[src/rtl/multicycle_ctrl_pkg.sv]
// Shared types and encodings for the multicycle RISC-V control unit.
package multicycle_ctrl_pkg;

  typedef enum logic [3:0] {
    S_FETCH,
    S_DECODE,
    S_MEMADR,
    S_MEMREAD,
    S_MEMWB,
    S_MEMWRITE,
    S_EXECUTER,
    S_EXECUTEI,
    S_ALUWB,
    S_BEQ,
    S_JAL
  } state_t;

  typedef enum logic [1:0] {
    ALUOP_ADD   = 2'b00,
    ALUOP_SUB   = 2'b01,
    ALUOP_FUNCT = 2'b10
  } aluop_t;

  localparam logic [2:0] ALU_ADD = 3'b000;
  localparam logic [2:0] ALU_SUB = 3'b001;
  localparam logic [2:0] ALU_AND = 3'b010;
  localparam logic [2:0] ALU_OR  = 3'b011;
  localparam logic [2:0] ALU_SLT = 3'b101;

  localparam logic [6:0] OP_LW    = 7'b0000011;
  localparam logic [6:0] OP_SW    = 7'b0100011;
  localparam logic [6:0] OP_RTYPE = 7'b0110011;
  localparam logic [6:0] OP_ITYPE = 7'b0010011;
  localparam logic [6:0] OP_BEQ   = 7'b1100011;
  localparam logic [6:0] OP_JAL   = 7'b1101111;

  localparam logic [1:0] SRCA_PC    = 2'b00;
  localparam logic [1:0] SRCA_OLDPC = 2'b01;
  localparam logic [1:0] SRCA_RD1   = 2'b10;

  localparam logic [1:0] SRCB_RD2  = 2'b00;
  localparam logic [1:0] SRCB_IMM  = 2'b01;
  localparam logic [1:0] SRCB_FOUR = 2'b10;

  localparam logic [1:0] RES_ALUOUT    = 2'b00;
  localparam logic [1:0] RES_DATA      = 2'b01;
  localparam logic [1:0] RES_ALURESULT = 2'b10;

  localparam logic [1:0] IMM_I = 2'b00;
  localparam logic [1:0] IMM_S = 2'b01;
  localparam logic [1:0] IMM_B = 2'b10;
  localparam logic [1:0] IMM_J = 2'b11;

  function automatic logic [1:0] imm_src(input logic [6:0] op);
    case (op)
      OP_SW:   imm_src = IMM_S;
      OP_BEQ:  imm_src = IMM_B;
      OP_JAL:  imm_src = IMM_J;
      default: imm_src = IMM_I;
    endcase
  endfunction

endpackage

[src/rtl/multicycle_ctrl_if.sv]
// Instruction-field inputs and datapath control outputs of the control unit.
interface multicycle_ctrl_if;
  logic [6:0] op;
  logic [2:0] funct3;
  logic       funct7b5;
  logic       zero;
  logic       PCWrite;
  logic       AdrSrc;
  logic       MemWrite;
  logic       IRWrite;
  logic       RegWrite;
  logic [1:0] ResultSrc;
  logic [1:0] ALUSrcA;
  logic [1:0] ALUSrcB;
  logic [1:0] ImmSrc;
  logic [2:0] ALUControl;
  logic       illegal;

  modport master (
    output op, funct3, funct7b5, zero,
    input  PCWrite, AdrSrc, MemWrite, IRWrite, RegWrite, ResultSrc,
           ALUSrcA, ALUSrcB, ImmSrc, ALUControl, illegal
  );

  modport slave (
    input  op, funct3, funct7b5, zero,
    output PCWrite, AdrSrc, MemWrite, IRWrite, RegWrite, ResultSrc,
           ALUSrcA, ALUSrcB, ImmSrc, ALUControl, illegal
  );
endinterface

[src/rtl/multicycle_ctrl_alu_decoder.sv]
// Combinational ALU operation decode from ALUOp and instruction fields.
module alu_decoder
  import multicycle_ctrl_pkg::*;
(
  input  logic [1:0] ALUOp,
  input  logic [2:0] funct3,
  input  logic       op5,
  input  logic       funct7b5,
  output logic [2:0] ALUControl
);

  always_comb begin
    ALUControl = ALU_ADD;
    case (ALUOp)
      ALUOP_ADD: ALUControl = ALU_ADD;
      ALUOP_SUB: ALUControl = ALU_SUB;
      ALUOP_FUNCT: begin
        case (funct3)
          // Only register-register ops use bit 30 to select subtract.
          3'b000:  ALUControl = (op5 && funct7b5) ? ALU_SUB : ALU_ADD;
          3'b010:  ALUControl = ALU_SLT;
          3'b110:  ALUControl = ALU_OR;
          3'b111:  ALUControl = ALU_AND;
          default: ALUControl = ALU_ADD;
        endcase
      end
      default: ALUControl = ALU_ADD;
    endcase
  end

endmodule

[src/rtl/multicycle_ctrl.sv]
// Moore control FSM for a multicycle RISC-V core (lw/sw/R/I/beq/jal).
module multicycle_ctrl
  import multicycle_ctrl_pkg::*;
(
  input  logic              clk,
  input  logic              rst,
  multicycle_ctrl_if.slave  bus
);

  state_t     r_state;
  state_t     w_next;
  logic       w_pcupdate;
  logic       w_branch;
  logic       w_adrsrc;
  logic       w_memwrite;
  logic       w_irwrite;
  logic       w_regwrite;
  logic       w_illegal;
  logic [1:0] w_resultsrc;
  logic [1:0] w_alusrca;
  logic [1:0] w_alusrcb;
  aluop_t     w_aluop;
  logic [2:0] w_alucontrol;

  always_ff @(posedge clk) begin
    if (rst) r_state <= S_FETCH;
    else     r_state <= w_next;
  end

  always_comb begin
    w_next      = S_FETCH;
    w_pcupdate  = 1'b0;
    w_branch    = 1'b0;
    w_adrsrc    = 1'b0;
    w_memwrite  = 1'b0;
    w_irwrite   = 1'b0;
    w_regwrite  = 1'b0;
    w_illegal   = 1'b0;
    w_resultsrc = RES_ALUOUT;
    w_alusrca   = SRCA_PC;
    w_alusrcb   = SRCB_RD2;
    w_aluop     = ALUOP_ADD;
    case (r_state)
      S_FETCH: begin
        w_irwrite   = 1'b1;
        w_alusrcb   = SRCB_FOUR;
        w_resultsrc = RES_ALURESULT;
        w_pcupdate  = 1'b1;
        w_next      = S_DECODE;
      end
      S_DECODE: begin
        w_alusrca = SRCA_OLDPC;
        w_alusrcb = SRCB_IMM;
        case (bus.op)
          OP_LW, OP_SW: w_next = S_MEMADR;
          OP_RTYPE:     w_next = S_EXECUTER;
          OP_ITYPE:     w_next = S_EXECUTEI;
          OP_BEQ:       w_next = S_BEQ;
          OP_JAL:       w_next = S_JAL;
          default: begin
            w_next    = S_FETCH;
            w_illegal = 1'b1;
          end
        endcase
      end
      S_MEMADR: begin
        w_alusrca = SRCA_RD1;
        w_alusrcb = SRCB_IMM;
        w_next    = (bus.op == OP_LW) ? S_MEMREAD : S_MEMWRITE;
      end
      S_MEMREAD: begin
        w_adrsrc = 1'b1;
        w_next   = S_MEMWB;
      end
      S_MEMWB: begin
        w_resultsrc = RES_DATA;
        w_regwrite  = 1'b1;
      end
      S_MEMWRITE: begin
        w_adrsrc   = 1'b1;
        w_memwrite = 1'b1;
      end
      S_EXECUTER: begin
        w_alusrca = SRCA_RD1;
        w_aluop   = ALUOP_FUNCT;
        w_next    = S_ALUWB;
      end
      S_EXECUTEI: begin
        w_alusrca = SRCA_RD1;
        w_alusrcb = SRCB_IMM;
        w_aluop   = ALUOP_FUNCT;
        w_next    = S_ALUWB;
      end
      S_ALUWB: w_regwrite = 1'b1;
      S_BEQ: begin
        w_alusrca = SRCA_RD1;
        w_aluop   = ALUOP_SUB;
        w_branch  = 1'b1;
      end
      S_JAL: begin
        w_alusrca  = SRCA_OLDPC;
        w_alusrcb  = SRCB_FOUR;
        w_pcupdate = 1'b1;
        w_next     = S_ALUWB;
      end
      default: w_next = S_FETCH;
    endcase
  end

  alu_decoder u_alu_decoder (
    .ALUOp      (w_aluop),
    .funct3     (bus.funct3),
    .op5        (bus.op[5]),
    .funct7b5   (bus.funct7b5),
    .ALUControl (w_alucontrol)
  );

  // State-changing enables are gated by reset so nothing commits while it is held.
  assign bus.PCWrite    = ~rst & (w_pcupdate | (w_branch & bus.zero));
  assign bus.MemWrite   = ~rst & w_memwrite;
  assign bus.IRWrite    = ~rst & w_irwrite;
  assign bus.RegWrite   = ~rst & w_regwrite;
  assign bus.illegal    = ~rst & w_illegal;
  assign bus.AdrSrc     = w_adrsrc;
  assign bus.ResultSrc  = w_resultsrc;
  assign bus.ALUSrcA    = w_alusrca;
  assign bus.ALUSrcB    = w_alusrcb;
  assign bus.ImmSrc     = imm_src(bus.op);
  assign bus.ALUControl = w_alucontrol;

endmodule

[src/flat_wrapper.sv]
// flat-port wrapper written by rule: the top's interface ports become plain ports
module multicycle_ctrl_flat import multicycle_ctrl_pkg::*;
  (clk, rst, bus_op, bus_funct3, bus_funct7b5, bus_zero, bus_PCWrite, bus_AdrSrc, bus_MemWrite, bus_IRWrite, bus_RegWrite, bus_ResultSrc, bus_ALUSrcA, bus_ALUSrcB, bus_ImmSrc, bus_ALUControl, bus_illegal);
  multicycle_ctrl_if bus_i ();
  input  logic clk;
  input  logic rst;
  input wire logic [$bits(bus_i.op)-1:0] bus_op;
  input wire logic [$bits(bus_i.funct3)-1:0] bus_funct3;
  input wire logic [$bits(bus_i.funct7b5)-1:0] bus_funct7b5;
  input wire logic [$bits(bus_i.zero)-1:0] bus_zero;
  output wire logic [$bits(bus_i.PCWrite)-1:0] bus_PCWrite;
  output wire logic [$bits(bus_i.AdrSrc)-1:0] bus_AdrSrc;
  output wire logic [$bits(bus_i.MemWrite)-1:0] bus_MemWrite;
  output wire logic [$bits(bus_i.IRWrite)-1:0] bus_IRWrite;
  output wire logic [$bits(bus_i.RegWrite)-1:0] bus_RegWrite;
  output wire logic [$bits(bus_i.ResultSrc)-1:0] bus_ResultSrc;
  output wire logic [$bits(bus_i.ALUSrcA)-1:0] bus_ALUSrcA;
  output wire logic [$bits(bus_i.ALUSrcB)-1:0] bus_ALUSrcB;
  output wire logic [$bits(bus_i.ImmSrc)-1:0] bus_ImmSrc;
  output wire logic [$bits(bus_i.ALUControl)-1:0] bus_ALUControl;
  output wire logic [$bits(bus_i.illegal)-1:0] bus_illegal;
  assign bus_i.op = bus_op;
  assign bus_i.funct3 = bus_funct3;
  assign bus_i.funct7b5 = bus_funct7b5;
  assign bus_i.zero = bus_zero;
  assign bus_PCWrite = bus_i.PCWrite;
  assign bus_AdrSrc = bus_i.AdrSrc;
  assign bus_MemWrite = bus_i.MemWrite;
  assign bus_IRWrite = bus_i.IRWrite;
  assign bus_RegWrite = bus_i.RegWrite;
  assign bus_ResultSrc = bus_i.ResultSrc;
  assign bus_ALUSrcA = bus_i.ALUSrcA;
  assign bus_ALUSrcB = bus_i.ALUSrcB;
  assign bus_ImmSrc = bus_i.ImmSrc;
  assign bus_ALUControl = bus_i.ALUControl;
  assign bus_illegal = bus_i.illegal;
  multicycle_ctrl u_core (.clk(clk), .rst(rst), .bus(bus_i));
endmodule
[config.mk]
export PLATFORM = sky130hd
export DESIGN_NAME = multicycle_ctrl_flat
export DESIGN_NICKNAME = d
export VERILOG_FILES = /design/src/rtl/multicycle_ctrl_pkg.sv /design/src/rtl/multicycle_ctrl_if.sv /design/src/rtl/multicycle_ctrl_alu_decoder.sv /design/src/rtl/multicycle_ctrl.sv /design/src/flat_wrapper.sv
export SDC_FILE = /design/constraint.sdc
export NUM_CORES = 1
export LEC_CHECK = 0
export ABC_AREA = 1
export BUFFER_PORTS_ARGS = -buffer_cell sky130_fd_sc_hd__buf_2
export CAP_MARGIN = 40
export CORE_AREA = 3 3 40 42
export CTS_BUF_LIST = sky130_fd_sc_hd__clkbuf_4 sky130_fd_sc_hd__clkbuf_8 sky130_fd_sc_hd__clkbuf_16
export DETAILED_ROUTE_END_ITERATION = 7
export DIE_AREA = 0 0 43 45
export PLACE_DENSITY_LB_ADDON = 0.2
export SKIP_CTS_REPAIR_TIMING = 1
export SLEW_MARGIN = 40
export SYNTH_ARGS = -nofsm -noshare
export SYNTH_HDL_FRONTEND = slang
export SYNTH_SLANG_ARGS = --single-unit
[constraint.sdc]
create_clock -name clk -period 3.4 [get_ports clk]
set_input_delay 0.17 -clock clk [delete_from_list [all_inputs] [get_ports clk]]
set_output_delay 0.17 -clock clk [all_outputs]
set_load 0.02 [all_outputs]
==> flow_summary.yaml <==
clocking:
  clk_latency_ps: 240
  tritoncts: "done"
  cts_sinks: 4
  cts_buffers: 3
  clk_path_buf_depth: 2
  path_clk_slew_ps: 40
  cts_max_level: 1
  cts_root_buf: "clkbuf_4"
sta:
  period_minus_slack_ps: 2050
  finalCritPeriodShare_pct: 60.3
  slew_headroom_pct: 82.7
  finalSetupViolCount: 0
  worst_pin_slew_ps: 259
  worst_clock_skew_ps: 11.5
  hold_viol_final: 0
  rsz0062_at_grt: "false"
  clock.fmax_mhz: 488
  tns_ps: 0
  slew_viol_final: 0
die:
  fp.dieH_um: 45
  die_w_um: 43
  core.rowCount: 13
  dieArea_um2: 1940
  ios: 31
  core_area_um2: 1280
  start_util_pct: 41.4
cells_and_area:
  nNetsFinal: 151
  reg_top3: "u_core.r_state x4"
  top_register: "u_core.r_state"
  utilization_pct: 56.3
  fin_cells: 148
  mostFrequentLayoutCells: "buf_2 (30), inv_1 (25), nand2_1 (22), nor2_1 (16), nand3_1 (9)"
  largest_reg_flops: 4
  final_common_cell: "buf_2"
  diodes: 0
  areaGrowthSynthToFinish_pct: 36.0
  drive_gt1_share_pct: 30.1
placement:
  dp_hpwl_mm: 1.17
  gp_congestion: 0.836
  dp_cells: 145
  port_buffers: 30
drt:
  wl_per_cell_um: 9.52
  num_vias: 704
  first_pass_iters: 4
  drtIter0Drc: 9
  drc: 0
  routed_wl_mm: 1.41
  detail-route-antenna-nets: 0
  avgViaCountPerCell: 4.76
power:
  power.leakage_uw: 0.000474
  power.density_nw_per_um2: 218
  vdd.ir_drop.worst_mv: 0.197
synthesis:
  syn_avg_cell_area_um2: 5.32
  syn_inst: 100
  synth_area_leaders: "inv_1 (18%), nand2_1 (16%), dfxtp_1 (15%)"
  synth_nets: 116
  ys_seq_area_share_pct: 15.1
  synth-seq-cells: 4
  yosysWarnings: 0
  yosys.area.top_type: "inv_1"
  ys_types: 20
  syn_area_um2: 532
  synth_top_area_share_pct: 17.6
flow_run:
  maxCapViolCount: 0
worst_setup_path:
  cp_cell_sequence: "inv_1 > nor2_1 > inv_1 > nor2_2 > inv_1 > ha_1 > inv_1 > nand3_1 > o221ai_1 > buf_2"
  cpMostUsedCell: "inv_1"
  worstPathArrival_ps: 1880
  crit_family: "buffers and inverters"
  critical_path.max_stage_delay_ps: 330
  end_kind: "output port"
  path_buf_inv: 5
  startpoint_type: "flop"
  critPathSlowestCell: "dfxtp_1"
  path_class: "reg -> out"
  worstPathMaxFanout: 3
  cp_data_required_time_ps: 3230
global_route:
  antenna_found_initial: 0
  grt_pass1_vias: 595
  grt_pass1_wl_mm: 2.28
  grtUsageTotal_pct: 15.2
  grt.overflow.total: 0
  grt_max_degree: 8
worst_hold_path:
  min_path_type: "in -> reg"
run_status:
  status: "finished, final reports clean"
[kinds of logic (layout without fill, tap and decap cells)]
| group | count (synthesis) | count (layout) | share of synthesized area [%] |
|---|---|---|---|
| fa+ha+maj | 2 | 2 | 4.71 |
| compound gates | 10 | 10 | 11.5 |
| simple gates | 58 | 58 | 50.4 |
| flops | 4 | 4 | 15.1 |
| buf+inv | 26 | 59 | 18.4 |
[Yosys cell counts (all sizes together)]
| cell | number |
|---|---|
| dfxtp | 4 |
| inv | 26 |
| ha | 2 |
| a21oi | 4 |
| a211oi | 1 |
| nand4 | 3 |
| o221ai | 1 |
| o211ai | 1 |
| nor3 | 3 |
| nor2 | 19 |
| o21ai | 2 |
| nand2 | 24 |
| nand3 | 9 |
| a21o | 1 |
[through the flow]
stage          worst slack [ps]  area [um2]  hold WS, ps  power (uW)
2_1_floorplan              1590         532          242        79.6
3_3_place_gp               1640         701          456        98.4
3_5_place_dp               1580         701          443        99.4
4_1_cts                    1330         723          190         160
5_1_grt                    1180         723          214         171
6_report                   1350         723          199         158
[final timing paths]
kind | from | endpoint | slack (ps) | cells past startpoint
worst max-delay path | u_core.r_state[3] | bus_ALUControl[0] | 1350 | 10
worst min-delay path | rst | u_core.r_state[3] | 200 | 2
worst max register to register | u_core.r_state[0] | u_core.r_state[2] | 2280 | 6
worst min register to register | u_core.r_state[0] | u_core.r_state[0] | 600 | 3
[power breakdown]
group	internal (uW)	total [uW]	switching [uW]
combinational	17.7	48.3	30.6
clock	39.5	59.3	19.8
sequential	48.3	50.4	2.08
total	106	158	52.5
[layer usage]
| layer | wire (um) | GRT usage (%) | part of all wire [%] | vias to the layer above |
|---|---|---|---|---|
| li1 | - | - | - | 380 |
| met1 | 619 | 17.6 | 44 | 296 |
| met2 | 677 | 27.5 | 48 | 26 |
| met5 | 0 | 0 | 0 | - |
| met4 | 15 | 4.22 | 1.1 | 0 |
| met3 | 95 | 4.38 | 6.7 | 2 |
[final cells by class]
type | instances | area (um2)
flip-flops and latches | 4 | 80.1
clock buffers | 3 | 22.5
fillers | 149 | 562
repair buffers | 30 | 150
inverters | 26 | 97.6
well taps | 15 | 18.8
multi-input cells | 70 | 354
Power figures use the tool's default switching activity.
